[config.mk]
export PLATFORM = sky130hd
export DESIGN_NAME = hamming_enc_stream_15_11
export DESIGN_NICKNAME = d
export VERILOG_FILES = /design/src/rtl/hamming_pkg.sv /design/src/rtl/hamming_encoder_15_11.sv /design/src/rtl/hamming_enc_stream_15_11.sv
export SDC_FILE = /design/constraint.sdc
export NUM_CORES = 1
export LEC_CHECK = 0
export CAP_MARGIN = 10
export CORE_UTILIZATION = 40
export DETAILED_ROUTE_END_ITERATION = 16
export PLACE_DENSITY = 0.79
export SLEW_MARGIN = 20
export SYNTH_ARGS = -nofsm -noshare
export SYNTH_HDL_FRONTEND = slang
export SYNTH_SLANG_ARGS = --single-unit
[constraint.sdc]
create_clock -name clk -period 4.4 [get_ports clk]
set_clock_uncertainty 0.05 [all_clocks]
set_input_delay 0.44 -clock clk [delete_from_list [all_inputs] [get_ports clk]]
set_output_delay 0.44 -clock clk [all_outputs]
set_load 0.05 [all_outputs]
[src/rtl/hamming_pkg.sv]
// -----------------------------------------------------------------------------
// hamming_pkg
// Shared constants for the Hamming(15,11) encoder and decoder.
//   DATA_W     : data word width (11)
//   CW_W       : codeword width (15)
//   N_PAR      : number of parity bits (4)
//   PARITY_IDX : codeword bit indices holding parity {0,1,3,7}
//   DATA_POS   : codeword bit index of D1..D11
// Codeword bit i corresponds to Hamming position i+1, so parity bit k sits at
// position 2^k and covers every position whose binary index has bit k set.
// -----------------------------------------------------------------------------
package hamming_pkg;

    localparam int DATA_W = 11;
    localparam int CW_W   = 15;
    localparam int N_PAR  = 4;

    localparam int PARITY_IDX [N_PAR]  = '{0, 1, 3, 7};
    localparam int DATA_POS   [DATA_W] = '{2, 4, 5, 6, 8, 9, 10, 11, 12, 13, 14};

endpackage : hamming_pkg

[src/rtl/hamming_encoder_15_11.sv]
// -----------------------------------------------------------------------------
// hamming_encoder_15_11
// Purely combinational Hamming(15,11) encoder.
// Ports:
//   data     in  [10:0] : D1 at bit 0 .. D11 at bit 10
//   codeword out [14:0] : bit i = Hamming position i+1
// -----------------------------------------------------------------------------
module hamming_encoder_15_11
    import hamming_pkg::*;
(
    input  logic [DATA_W-1:0] data,
    output logic [CW_W-1:0]   codeword
);

    always_comb begin
        logic p;
        codeword = '0;
        // Scatter data bits into their non-power-of-two positions.
        for (int i = 0; i < DATA_W; i++) begin
            codeword[DATA_POS[i]] = data[i];
        end
        // Parity bit k covers positions (index+1) with bit k set. The other
        // parity positions are never covered by k, so order does not matter.
        for (int k = 0; k < N_PAR; k++) begin
            p = 1'b0;
            for (int j = 0; j < CW_W; j++) begin
                if (((((j + 1) >> k) & 1) == 1) && (j != PARITY_IDX[k])) begin
                    p = p ^ codeword[j];
                end
            end
            codeword[PARITY_IDX[k]] = p;
        end
    end

endmodule : hamming_encoder_15_11

[src/rtl/hamming_enc_stream_15_11.sv]
// -----------------------------------------------------------------------------
// hamming_enc_stream_15_11
// Streaming Hamming(15,11) encoder with an inline output FIFO, a delivered-word
// counter and optional single-bit error injection.
//
// Handshakes: a transfer happens on a rising edge where valid && ready. The
// producer holds data stable while valid && !ready. in_ready depends only on
// registered occupancy (no path from out_ready); out_valid = FIFO not empty.
//
// Ports:
//   clk, rst_n          : clock, asynchronous active-low reset
//   in_data/valid/ready : 11-bit data input handshake
//   out_codeword/valid/ready : 15-bit codeword output handshake
//   inj_en, inj_pos     : flip codeword bit inj_pos (0..14) of the accepted word
//   word_count          : codewords popped, wrapping
//   inj_count           : errors injected, wrapping
//
// Build option: define HAMMING_ERR_INJECT_EN to enable error injection;
// otherwise inj_en/inj_pos are ignored and inj_count stays 0.
// -----------------------------------------------------------------------------
module hamming_enc_stream_15_11
    import hamming_pkg::*;
#(
    parameter int DEPTH = 2,
    parameter int CNT_W = 16
) (
    input  logic              clk,
    input  logic              rst_n,
    input  logic [DATA_W-1:0] in_data,
    input  logic              in_valid,
    output logic              in_ready,
    output logic [CW_W-1:0]   out_codeword,
    output logic              out_valid,
    input  logic              out_ready,
    input  logic              inj_en,
    input  logic [3:0]        inj_pos,
    output logic [CNT_W-1:0]  word_count,
    output logic [CNT_W-1:0]  inj_count
);

    localparam int PTR_W = $clog2(DEPTH);

    logic [CW_W-1:0]  mem [DEPTH];
    logic [PTR_W-1:0] wr_ptr;
    logic [PTR_W-1:0] rd_ptr;
    logic [PTR_W:0]   occupancy;

    logic [CW_W-1:0]  enc_cw;
    logic [CW_W-1:0]  inj_mask;
    logic             inj_hit;
    logic             push;
    logic             pop;

    hamming_encoder_15_11 u_encoder (
        .data     (in_data),
        .codeword (enc_cw)
    );

`ifdef HAMMING_ERR_INJECT_EN
    // inj_pos = 15 is the "no error" code: no flip, no count.
    assign inj_hit  = inj_en && (inj_pos != 4'd15);
    assign inj_mask = inj_hit ? (CW_W'(1) << inj_pos) : '0;
`else
    assign inj_hit  = 1'b0;
    assign inj_mask = '0;
    wire unused_inj = &{1'b0, inj_en, inj_pos};
`endif

    assign in_ready     = (occupancy != (PTR_W + 1)'(DEPTH));
    assign out_valid    = (occupancy != '0);
    assign out_codeword = mem[rd_ptr];

    assign push = in_valid && in_ready;
    assign pop  = out_valid && out_ready;

    always_ff @(posedge clk or negedge rst_n) begin
        if (!rst_n) begin
            for (int i = 0; i < DEPTH; i++) begin
                mem[i] <= '0;
            end
            wr_ptr     <= '0;
            rd_ptr     <= '0;
            occupancy  <= '0;
            word_count <= '0;
            inj_count  <= '0;
        end else begin
            if (push) begin
                mem[wr_ptr] <= enc_cw ^ inj_mask;
                wr_ptr      <= wr_ptr + 1'b1;
                if (inj_hit) begin
                    inj_count <= inj_count + 1'b1;
                end
            end
            if (pop) begin
                rd_ptr     <= rd_ptr + 1'b1;
                word_count <= word_count + 1'b1;
            end
            // Push and pop together leave occupancy unchanged.
            if (push && !pop) begin
                occupancy <= occupancy + 1'b1;
            end else if (pop && !push) begin
                occupancy <= occupancy - 1'b1;
            end
        end
    end

endmodule : hamming_enc_stream_15_11
---- After elaboration in Yosys (flattened, before gate mapping) ----
Cells that the tools add are included.
W data, S select, Z words.
word-level totals
  word-level logic and storage cells ...... 58
  output and inout bits ................... 49
  register bits after elaboration ......... 50
operators by class
  mux-type cells .......................... 8
  magnitude comparators ................... 3
  bitwise operators ....................... 26
  reductions and logical operators ........ 9
  equality and inequality tests ........... 1
  $add $sub $neg .......................... 5
operators with widths
  cell                     number
  $mux W15                 4
  $bwmux W30               1
  $xor A1 B1 Y1            24
  $add A16 B1 Y16 const B  1
  $demux W15 S1            1
  $logic_and A1 B1 Y1      5
  $ge A2 B2 Y1 const B     2
  $mux W2                  2
  $not A1 Y2               2
  $reduce_bool A2 Y1       2
  $add A1 B1 Y1 const B    2
  $add A2 B1 Y2 const B    1
  $logic_not A1 Y1         2
  $lt A2 B1 Y1 const B     1
  $ne A2 B2 Y1 const B     1
  $sub A2 B1 Y2 const B    1

---- Longest topological paths before layout ----
Gate-level depths: netlist (run 1).
  depth in word-level cells ............... 7
  depth in mapped cells ................... 7

---- By module ----
A second synthesis (run 1) with hierarchy kept.
unflattened totals
  cell total of the unflattened synthesis .. 198
  area total of the unflattened synthesis .. 2733.9 um2
by module, submodules not included
  module                    area each (um2)  cells each  times used  seq. area each (um2)
  hamming_enc_stream_15_11  2454.9           174         1           1251.2
  hamming_encoder_15_11     279.0            24          1           0.0

---- Worst setup path before layout (run 1) ----
No wires, ideal clock.
  path type ............................... register to output
  start point ............................. register rd_ptr
  end point ............................... output out_codeword[1]
  data required time ...................... 3.910 ns
  path slack .............................. 2.048 ns
  cell stages (with the launch flop) ...... 4
  path buffers ............................ 2
  arrival time ............................ 1.862 ns
  cell sequence ........................... dfrtp_1 > buf_2 > buf_1 > o21ai_0
between the ends
  word-level cells in the longest chain between the ends .. 4
ends and longest elaborated chain
  element                                      RTL line                        text
  start: declaration                           hamming_enc_stream_15_11.sv:45  logic [PTR_W-1:0] rd_ptr;
  start signal: assignment                     hamming_enc_stream_15_11.sv:95  rd_ptr <= rd_ptr + 1'b1;
  $not A1 Y2 (not written as such)             hamming_enc_stream_15_11.sv:71  assign out_codeword = mem[rd_ptr];
  $mux W15 (not written as such) (3 in a row)  hamming_enc_stream_15_11.sv:71
  end: declaration                             hamming_enc_stream_15_11.sv:32  output logic [CW_W-1:0] out_codeword,
No other way between the ends. The select of a mux whose other input is x is not followed.

---- Final worst setup path (run 1) ----
  start point ............................. register rd_ptr
  end point ............................... output out_codeword[14]
The elaborated chain is that of the path after synthesis.

==> impl_metrics.toml, run 1 <==
[status]
status = "complete, no violations"

[floorplan]
ios = 69
coreArea_sq_um = 5956
die_area_sq_um = 6531
die_x_um = 80.82
fp.dieH_um = 80.82
fp-row-count = 28
start_util_pct = 41.72

[worst_setup_path]
cp_data_arrival_time_ns = 2.26
end_kind = "output pin"
reg2reg_to = "mem[29]$_DFFE_PN0P_"
r2r_start = "occupancy[0]$_DFFE_PN0P_"
critPathSlowestCell = "dfrtp_1"
r2r_slack_ns = 2.41
cp.required_ns = 3.91
reg2regPathDepth = 4
crit_path_start_kind = "flip-flop"
crit_type = "flip-flop to output pin"
max_stage_delay_ns = 0.83
crit_chain = "mux2_2 > clkdlybuf4s50_1"
critical_path.max_fanout = 17

[clock_network]
cts.sinks = 50
cts_resized = 0
hold_buffers = 0
root_buffer = "clkbuf_8"
h-tree-depth = 2
cts.clk_slew.worst_paths_ns = 0.08
clk_latency_ns = 0.30
cts_max_path_buffers = 2
cts_tree = "built"
cts_made_buffers = 5
postCtsSetupBuffers = 0

[pwr]
p_leak_uw = 0.001324
vdd_ir_drop_max_mv = 0.6403
power_per_cell_area_nw_per_um2 = 800.8

[detailed_routing]
antenna_left = 0
dr.pass1.iters = 2
drt_iter0_markers = 54
top_layer = "met4"
route.met3.wl_um = 162
routed_wl_um = 4301
drc = 0
routed_via_density = 4.646
wl_met2_um = 2062
wl_met1_um = 1996
num_vias = 1496
wl_per_cell_um = 13.36

[placement]
io_buffers = 47
dpl.hpwl_um = 3049
post-place-ws_ns = 1.962
place_congestion = 0.7328
dpl.cell_count = 314

[timing]
setup_viol = 0
worstMarginPinSlew_ns = 0.8324
slew_headroom_pct = 44.44
final_max_slew_viol_count = 0
fmax_ghz = 0.3639
setup_ws_ns = 1.652
finalCritPeriodShare_pct = 62.46
hold_viol = 0
final.min_clock_period_ns = 2.748
rsz0062_at_grt = "no"
tns_ns = 0

[grt]
overflow = 0
grt_usage_pct = 14.92
grt_pass1_wl_um = 7258
grt_pass1_vias = 1508
grt_max_degree = 51
antenna_found_initial = 0

[finish]
layout_common_cells = "dfrtp_1 (50), clkdlybuf4s50_1 (46), mux2_2 (42)"
syn2layout_area_growth_pct = 23.26
fillers = 544
final_common_cell = "dfrtp_1"
final_nets = 268
stdcell_count = 322
drive_above_1_share_pct = 22.67
num_antenna_cells = 0

[logic_synthesis]
ys_seq_area_share_pct = 50.35
synthCells = 198
synth_top_area_share_pct = 50.35
synthTopCellsByArea = "dfrtp_1 (50%), mux2_2 (19%), xnor2_1 (8.8%), buf_4 (4.8%), xor2_1 (3.9%)"
ys_ff_latch = 50
syn_area_sq_um = 2485
yosys_warnings = 0
yosysTopAreaCell = "dfrtp_1"
avgSynthCellArea_sq_um = 12.55
synthDistinctLibCells = 28

[run]
drv_cap = 0

[min_path]
hold_path.class = "input port to async pin"
==> cell type report <==
class	instances	area, sq um	share of cell area, %
flip-flops and latches	50	1251	40.85
multi-input cells	137	1121	36.60
repair buffers	47	467.9	15.28
clock buffers	8	110.1	3.595
well taps	75	93.84	3.064
inverters	5	18.77	0.6127
==> cell usage after synthesis <==
cell type / instances
buf_2: 3
dfrtp_1: 50
xor2_1: 11
inv_1: 5
nor2_1: 6
nor2_2: 1
buf_6: 1
nand2_1: 12
or3_1: 1
nand3_2: 1
mux2i_1: 1
xnor3_1: 1
and2_1: 1
buf_1: 1
ha_1: 2
or2_2: 2
buf_4: 16
nand3_1: 4
nor4_4: 1
nand4_1: 3
nand2b_1: 1
nor3_1: 1
o21ai_0: 2
and4_1: 2
o211ai_1: 1
mux2_2: 42
conb_1: 1
xnor2_1: 25
==> sequential cells by signal, indices dropped and copies added (netlist names) <==
name and cells:
mem 30, word_count 16, occupancy 2, rd_ptr 1, wr_ptr 1
==> power by group <==
group | internal, uW | switching, uW
logic | 561 | 795
registers | 649 | 146
clock network | 159 | 144
total | 1370 | 1080
==> worst max path at each step <==
stage	from	to	cells past startpoint
global route	rd_ptr$_DFFE_PN0P_	out_codeword[4]	2
finish	rd_ptr$_DFFE_PN0P_	out_codeword[14]	2
global placement	rd_ptr$_DFFE_PN0P_	out_codeword[4]	2
detailed placement	rd_ptr$_DFFE_PN0P_	out_codeword[4]	2
CTS	rd_ptr$_DFFE_PN0P_	out_codeword[4]	2
floorplan	rd_ptr$_DFFE_PN0P_	out_codeword[1]	3
==> through the flow <==
stage               hold slack [ns]  instance area, sq um  total power, uW  utilization, %
global placement             0.4139                  2950             2146           49.54
floorplan                   0.09441                  2541             1795               -
finish                      0.09906                  3063             2453           51.43
detailed placement           0.4272                  2950             2168           49.54
global route                 0.1487                  3063             2600           51.43
CTS                          0.3317                  3060             2480           51.39
==> per-layer routing <==
layer	GRT usage, %	vias to the layer above
met2	24.71	41
met5	0	-
li1	-	730
met3	2.360	8
met4	6.964	0
met1	19.10	717
==> worst max-delay path, delay by kind of cell (launching register included) <==
family,cells,cell delay [ns]
mux,1,0.43
flops,1,0.83
buf+inv,1,0.70
==> kinds of logic (layout without fill, tap and decap cells) <==
| kind of cell | count (synthesis) | after routing | share of synthesized area (%) |
|---|---|---|---|
| simple gates | 36 | 36 | 7.956 |
| flops | 50 | 50 | 50.35 |
| fa+ha+maj | 2 | 2 | 1.007 |
| other cells | 1 | 16 | 0.1509 |
| compound gates | 3 | 3 | 0.7051 |
| xor+xnor | 37 | 37 | 13.60 |
| mux | 43 | 43 | 19.44 |
| buf+inv | 26 | 60 | 6.798 |
Power figures use the tool's default switching activity.
==> run 2, diff against run 1 <==
==> constraint.sdc (replaced) <==
create_clock -name clk -period 2.7 [get_ports clk]
set_clock_uncertainty 0.05 [all_clocks]
set_input_delay 0.27 -clock clk [delete_from_list [all_inputs] [get_ports clk]]
set_output_delay 0.27 -clock clk [all_outputs]
set_load 0.05 [all_outputs]
==> impl_metrics.toml, run 2 (synthesized netlist as in run 1, its figures left out) <==
[status]
status = "complete, no violations"

[floorplan]
die_x_um = 80.82
die_area_sq_um = 6531
fp.dieH_um = 80.82
start_util_pct = 41.72
fp-row-count = 28
coreArea_sq_um = 5956
ios = 69

[clock_network]
cts_resized = 0
root_buffer = "clkbuf_8"
h-tree-depth = 2
cts.sinks = 50
cts_max_path_buffers = 2
cts.clk_slew.worst_paths_ns = 0.09
clk_latency_ns = 0.30
cts_tree = "built"
postCtsSetupBuffers = 0
cts_made_buffers = 5
hold_buffers = 1

[timing]
fmax_ghz = 0.3873
slew_headroom_pct = 51.29
finalCritPeriodShare_pct = 95.63
tns_ns = 0
hold_viol = 0
setup_viol = 0
worstMarginPinSlew_ns = 0.7306
final.min_clock_period_ns = 2.582
rsz0062_at_grt = "no"
final_max_slew_viol_count = 0

[pwr]
p_leak_uw = 0.001332
power_per_cell_area_nw_per_um2 = 1307
power.total_uw = 4028
vdd_ir_drop_max_mv = 0.9501

[grt]
antenna_found_initial = 0
grt_max_degree = 33
overflow = 0
grt_usage_pct = 15.03
grt_pass1_vias = 1504
grt_pass1_wl_um = 7348

[worst_setup_path]
reg2reg_to = "occupancy[1]$_DFFE_PN0P_"
critical_path.max_fanout = 17
path_buf_inv = 1
crit_type = "flip-flop to output pin"
crit_family = "flip-flops"
cp_data_arrival_time_ns = 2.26
r2r_slack_ns = 0.86
crit_chain = "mux2_2 > clkdlybuf4s50_1"
reg2regPathDepth = 6
critPathSlowestCell = "dfrtp_1"
end_kind = "output pin"
cp_num_cells = 2
startpoint = "rd_ptr$_DFFE_PN0P_"
r2r_start = "occupancy[0]$_DFFE_PN0P_"
crit_path_start_kind = "flip-flop"
cp.required_ns = 2.38
max_stage_delay_ns = 0.82
critPathCapture = "out_codeword[4]"

[detailed_routing]
dr.pass1.iters = 4
antenna_left = 0
routed_via_density = 4.655
routed_wl_um = 4337
drc = 0
wl_per_cell_um = 13.34
num_vias = 1513
drt_iter0_markers = 31

[finish]
largest_registers = "mem x30, word_count x16, occupancy x2"
largest_reg_flops = 30
final_nets = 271
stdcell_area_sq_um = 3082
syn2layout_area_growth_pct = 24.02
final_common_cell = "dfrtp_1"
top_register = "mem"
stdcell_count = 325
fillers = 553
drive_above_1_share_pct = 22.40
num_antenna_cells = 0
final_core_util_pct = 51.74
layout_common_cells = "dfrtp_1 (50), clkdlybuf4s50_1 (46), mux2_2 (42)"

[run]
drv_cap = 0

[placement]
dpl.cell_count = 316
place_congestion = 0.7437
dpl.hpwl_um = 3131
placed_area_sq_um = 2965
io_buffers = 47

[min_path]
hold_path.class = "input port to async pin"
run 2: cell count changes in the layout (fill, tap and decap cells not counted), sizes merged:
| cell | delta |
|---|---|
| bufinv | +1 |
| buf | +2 |
| clkbuf | -1 |
| dlygate4sd3 | +1 |
run 2: final cells by class:
| type | instances | area (sq um) | share of cell area [%] |
|---|---|---|---|
| Timing Repair Buffer | 50 | 490.5 | 15.92 |
| Clock inverter | 1 | 30.03 | 0.9744 |
| Clock buffer | 7 | 76.32 | 2.477 |
| Sequential cell | 50 | 1251 | 40.60 |
| Multi-Input combinational cell | 137 | 1121 | 36.38 |
| Inverter | 5 | 18.77 | 0.6090 |
| Tap cell | 75 | 93.84 | 3.045 |
run 2: report_power, final:
group	switching [uW]	total, uW	internal [uW]
Combinational	1300	2220	921
Clock	237	514	277
Sequential	236	1290	1060
Total	1770	4030	2260
run 2: worst min path at each step:
| stage | end | slack (ns) |
|---|---|---|
| 2_1_floorplan | mem[0]$_DFFE_PN0P_ | -0.08 |
| 3_3_place_gp | mem[8]$_DFFE_PN0P_ | 0.17 |
| 3_5_place_dp | mem[23]$_DFFE_PN0P_ | 0.18 |
| 4_1_cts | mem[28]$_DFFE_PN0P_ | 0.41 |
| 5_1_grt | mem[21]$_DFFE_PN0P_ | 0.42 |
| 6_report | mem[28]$_DFFE_PN0P_ | 0.39 |
run 2: routing by layer:
metal,track usage (%),share of wire (%),up-vias,routed length (um)
li1,-,-,725,-
met3,3.820,3.4,5,147
met4,5.357,1.5,0,67
met5,0,0,-,0
met2,23.03,47,39,2056
met1,20.56,48,744,2066
run 2: through the flow:
stage,hold slack [ns],setup WS (ns)
finish,0.3930,0.1179
detailed placement,0.1841,0.4509
global placement,0.1713,0.4325
CTS,0.4062,0.09809
floorplan,-0.07559,0.5182
global route,0.4194,0.009460
==> run 3, diff against run 2 <==
--- a/config.mk
+++ b/config.mk
@@ -6,9 +6,11 @@
 export NUM_CORES = 1
 export LEC_CHECK = 0
 export CAP_MARGIN = 10
+export CORE_ASPECT_RATIO = 2
 export CORE_UTILIZATION = 40
 export DETAILED_ROUTE_END_ITERATION = 16
 export PLACE_DENSITY = 0.79
+export SKIP_CTS_REPAIR_TIMING = 1
 export SLEW_MARGIN = 20
 export SYNTH_ARGS = -nofsm -noshare
 export SYNTH_HDL_FRONTEND = slang
==> impl_metrics.toml, run 3 (synthesized netlist as in run 1, its figures left out) <==
[status]
status = "finished with violations"
violations = "design-rule violations"

[finish]
largest_reg_flops = 30
fillers = 551
final_nets = 270
largest_registers = "mem x30, word_count x16, occupancy x2"
syn2layout_area_growth_pct = 25.23
regArea_sq_um = 1251
num_antenna_cells = 0
drive_above_1_share_pct = 23.29
final_common_cell = "dfrtp_1"
layout_common_cells = "dfrtp_1 (50), clkdlybuf4s50_1 (46), mux2_2 (42)"
top_register = "mem"
multi_input_area_sq_um = 1121

[pwr]
power_per_cell_area_nw_per_um2 = 1345
vdd_ir_drop_max_mv = 0.9429
clkPwrFrac_pct = 16.0
switchingPower_uw = 1812
p_seq_share_pct = 30.9
p_leak_uw = 0.001355
intPower_uw = 2374
swShare_pct = 43.28
pwr-share-comb_pct = 53.1

[timing]
hold_viol = 0
final.min_clock_period_ns = 2.571
worstMarginPinSlew_ns = 0.7369
setup_viol = 0
rsz0062_at_grt = "no"
setup_ws_ns = 0.1285
final_max_slew_viol_count = 0
finalCritPeriodShare_pct = 95.24
fmax_ghz = 0.3889
slew_headroom_pct = 50.87
tns_ns = 0

[floorplan]
die_x_um = 57.73
coreArea_sq_um = 6006
fp.dieH_um = 113.5
die_area_sq_um = 6550
start_util_pct = 41.37
fp-row-count = 40
ios = 69

[worst_setup_path]
reg2regPathDepth = 6
critical_path.max_fanout = 17
reg2reg_to = "occupancy[1]$_DFFE_PN0P_"
cp_data_arrival_time_ns = 2.25
crit_type = "flip-flop to output pin"
r2r_slack_ns = 0.89
cp.required_ns = 2.38
r2r_start = "occupancy[1]$_DFFE_PN0P_"
end_kind = "output pin"
crit_path_start_kind = "flip-flop"

[clock_network]
cts_max_path_buffers = 2
clk_latency_ns = 0.29
h-tree-depth = 2
cts.clk_slew.worst_paths_ns = 0.07
cts.sinks = 50
cts_made_buffers = 5
cts_tree = "built"
root_buffer = "clkbuf_16"

[grt]
grt_max_degree = 51
grt_pass1_vias = 1507
grt_pass1_wl_um = 7569
grt_usage_pct = 15.27
antenna_found_initial = 0
overflow = 0

[run]
drv_cap = 0

[placement]
place_congestion = 0.7037
io_buffers = 47
post-place-ws_ns = 0.4129
dpl.hpwl_um = 3283

[detailed_routing]
dr.pass1.iters = 11
drt_iter0_markers = 21
wl_per_cell_um = 14.75
drc = 5
routed_via_density = 4.936
routed_wl_um = 4602
num_vias = 1540
antenna_left = 0

[min_path]
hold_path.class = "input port to async pin"
==> run 3: worst max-delay path: stages (launching register included) <==
cell and delay (ns):
dfrtp_1 0.82, mux2_2 0.43, clkdlybuf4s50_1 0.70
==> run 3: layer usage <==
layer,up-vias,GRT usage [%],share of wire [%]
met5,-,0,0
met4,0,7.143,2.0
met3,6,3.628,5.3
met2,49,26.12,54
met1,754,17.66,39
li1,731,-,-
==> run 3: layout make-up <==
class	count	area share [%]
Sequential cell	50	40.21
Multi-Input combinational cell	137	36.03
Timing Repair Buffer	49	15.44
Clock buffer	7	4.906
Tap cell	63	2.533
Inverter	5	0.6031
Clock inverter	1	0.2815
==> run 3: how the worst max path moves through the flow <==
stage / slack, ns / cells past startpoint / to / from
6_report: 0.13 / 2 / out_codeword[3] / rd_ptr$_DFFE_PN0P_
5_1_grt: 0.03 / 2 / out_codeword[3] / rd_ptr$_DFFE_PN0P_
4_1_cts: 0.08 / 2 / out_codeword[3] / rd_ptr$_DFFE_PN0P_
3_5_place_dp: 0.41 / 2 / out_codeword[3] / rd_ptr$_DFFE_PN0P_
3_3_place_gp: 0.41 / 2 / out_codeword[3] / rd_ptr$_DFFE_PN0P_
2_1_floorplan: 0.52 / 3 / out_codeword[1] / rd_ptr$_DFFE_PN0P_
==> run 3: stage by stage <==
step	power (uW)	utilization (%)	instances	cell area (sq um)	hold slack (ns)
after floorplan	2926	-	213	2541	-0.07559
after global placement	3511	49.13	304	2950	0.3578
after detailed placement	3558	49.13	304	2950	0.3639
after CTS	4239	51.81	312	3112	0.05066
after global routing	4389	51.81	312	3112	0.08955
final	4186	51.81	312	3112	0.02724
==> run 3: power by group through the flow <==
stage                     sequential, uW  clock (uW)  combinational [uW]
final                               1300         669                2220
after detailed placement            1310           0                2250
after global placement              1290           0                2220
after global routing                1340         713                2330
after CTS                           1300         687                2250
after floorplan                     1360           0                1570
==> patch: new RTL, settings of run 3 <==
The option `HAMMING_ERR_INJECT_EN` is turned on by a define.
--- a/src/rtl/hamming_enc_stream_15_11.sv
+++ b/src/rtl/hamming_enc_stream_15_11.sv
@@ -20,2 +20,4 @@
 // -----------------------------------------------------------------------------
+`define HAMMING_ERR_INJECT_EN
+
 module hamming_enc_stream_15_11
Behaviour: not the same (Yosys sat finds a counterexample within 4 cycles, from zero or initial values and one cycle with rst_n low).
==> patch against run 3 <==
  * Cell area up 45%
  * Sequential cell count increased by 16
  * Synthesized area increased by 35%
  * Critical path depth rose by 1
  * Power grew 31%
  * Fmax is 14% higher
  * Setup slack better by 320 ps
  * Non-clock buffer count rose by 27
  * Utilization is 2.8 points higher
  * Sequential share of layout area decreased by 3.5 points
  * Wire length up 60%
  * Critical path type unchanged
  * Critical endpoint is now out_codeword[7]
  * Largest cell class unchanged
  * Largest power group unchanged
  * Highest routed layer unchanged
==> patch: results (changes against run 3) <==
Worst hold path
  – Hold WC Path Type: reg2reg (was in2async)

Detailed routing
  – DR vias/cell: 5.05 (was 4.94)
  – Drt pass-1 iters: 4 (was 11)
  – Routed WL per cell: 15.4 um (was 14.8 um)
  – DR iter-0 viols: 58 (was 21)

Timing
  – Fin Hold WS: 413 ps (was 27.2 ps)
  – Worst slew pin tran: 590 ps (was 737 ps)
  – Fin. max-slew vios: 0 (unchanged)

Final layout
  – Layout cells sized above 1: 14.5% (was 23.3%)
  – Filler-free cell count of the finished design: 478 (was 312)
  – Regs by FF count: mem (30), inj_count (16), word_count (16) (was mem (30), word_count (16), occupancy (2))
  – Final Net Count: 399 (was 270)
  – Filler instances: 735 (was 551)
  – Design area: 4500 um^2 (was 3110 um^2)

Global route
  – Largest net degree at the start of global routing: 27 (was 51)
  – Vias in the first global route: 2525 (was 1507)
  – Met3 track demand over resource: 4.51% (was 3.63%)
  – Met2 Usage GRT: 33.4% (was 26.1%)
  – Tot GR Track Use: 18.8% (was 15.3%)

Worst setup path
  – R2R setup slack: 910 ps (was 890 ps)
  – CP arrival: 1930 ps (was 2250 ps)
  – Slowest stage delay, CP: 800 ps (was 820 ps)
  – Crit-path max FO: 7 (was 17)
  – R2R Path Start: occupancy[0]$_DFFE_PN0P_ (was occupancy[1]$_DFFE_PN0P_)
  – Setup crit end: out_codeword[7] (was out_codeword[3])
  – FF-to-FF path depth: 7 (was 6)

Clock tree
  – Clk pin slew, worst setup/hold paths: 50 ps (was 70 ps)
  – Clk buf depth: 2 (unchanged)
  – Num CTS Buffers: 9 (was 5)
  – H-tree Lvls: 3 (was 2)
  – Worst-Skew Late Latency: 320 ps (was 290 ps)

Logic synthesis
  – Post-synth top cells: dfrtp_1, xnor2_1, nand2_1 (was dfrtp_1, mux2_2, xnor2_1)
  – Async S/R FF share, synth: 100% (unchanged)
  – Synth cell types: 35 (was 28)
  – Area contributors post-synth: dfrtp_1, xnor2_1, mux2_2, xor2_1, xnor3_1 (was dfrtp_1, mux2_2, xnor2_1, buf_4, xor2_1)
  – Seq/Total Area, Yosys: 49.2% (was 50.4%)
  – Syn Inst Count: 299 (was 198)

Place
  – Post-DP Area: 4170 um^2 (was 2950 um^2)
  – GPL Wtd Cong: 0.793 (was 0.704)
  – Place WS: 563 ps (was 413 ps)
  – Port bufs: 68 (was 47)
  – HPWL after DPL: 5.47 mm (was 3.28 mm)
  – Placed cell count: 462 (was 304)

Outcome
  – Status: complete, no violations (was finished, violations left)

Power and ir drop
  – Leakage: 1.97 nW (was 1.36 nW)
  – Peak VDD IR: 846 uV (was 943 uV)
==> patch: power breakdown <==
part | switching [W] | total (W) | leakage, nW | internal, W
Clock | 0.000398 | 0.00123 | 0.161 | 0.000835
Sequential | 0.000259 | 0.00159 | 0.808 | 0.00133
Combinational | 0.00162 | 0.00265 | 1.01 | 0.00103
==> patch: logic make-up (layout without fill, tap and decap cells) <==
family	count (synthesis)	after routing	synth area share, %
simple gates	105	105	16.7
flops	66	66	49.2
xor+xnor	62	62	19.4
mux	24	24	8.05
compound gates	23	23	3.54
buf+inv	16	97	1.97
fa+ha+maj	3	3	1.12
==> patch: metal layers <==
layer	vias up	part of all wire [%]
li1	1164	-
met1	1198	39
met2	45	56
met3	7	3.6
met4	0	1.3
met5	-	0
==> patch: cell type report <==
type,instances,share of cell area [%]
clock buffer,14,6.54
multi-input combinational,217,36.5
tap,98,2.73
timing repair buffer,76,16.4
sequential,66,36.7
inverter,6,0.501
clock inverter,1,0.667
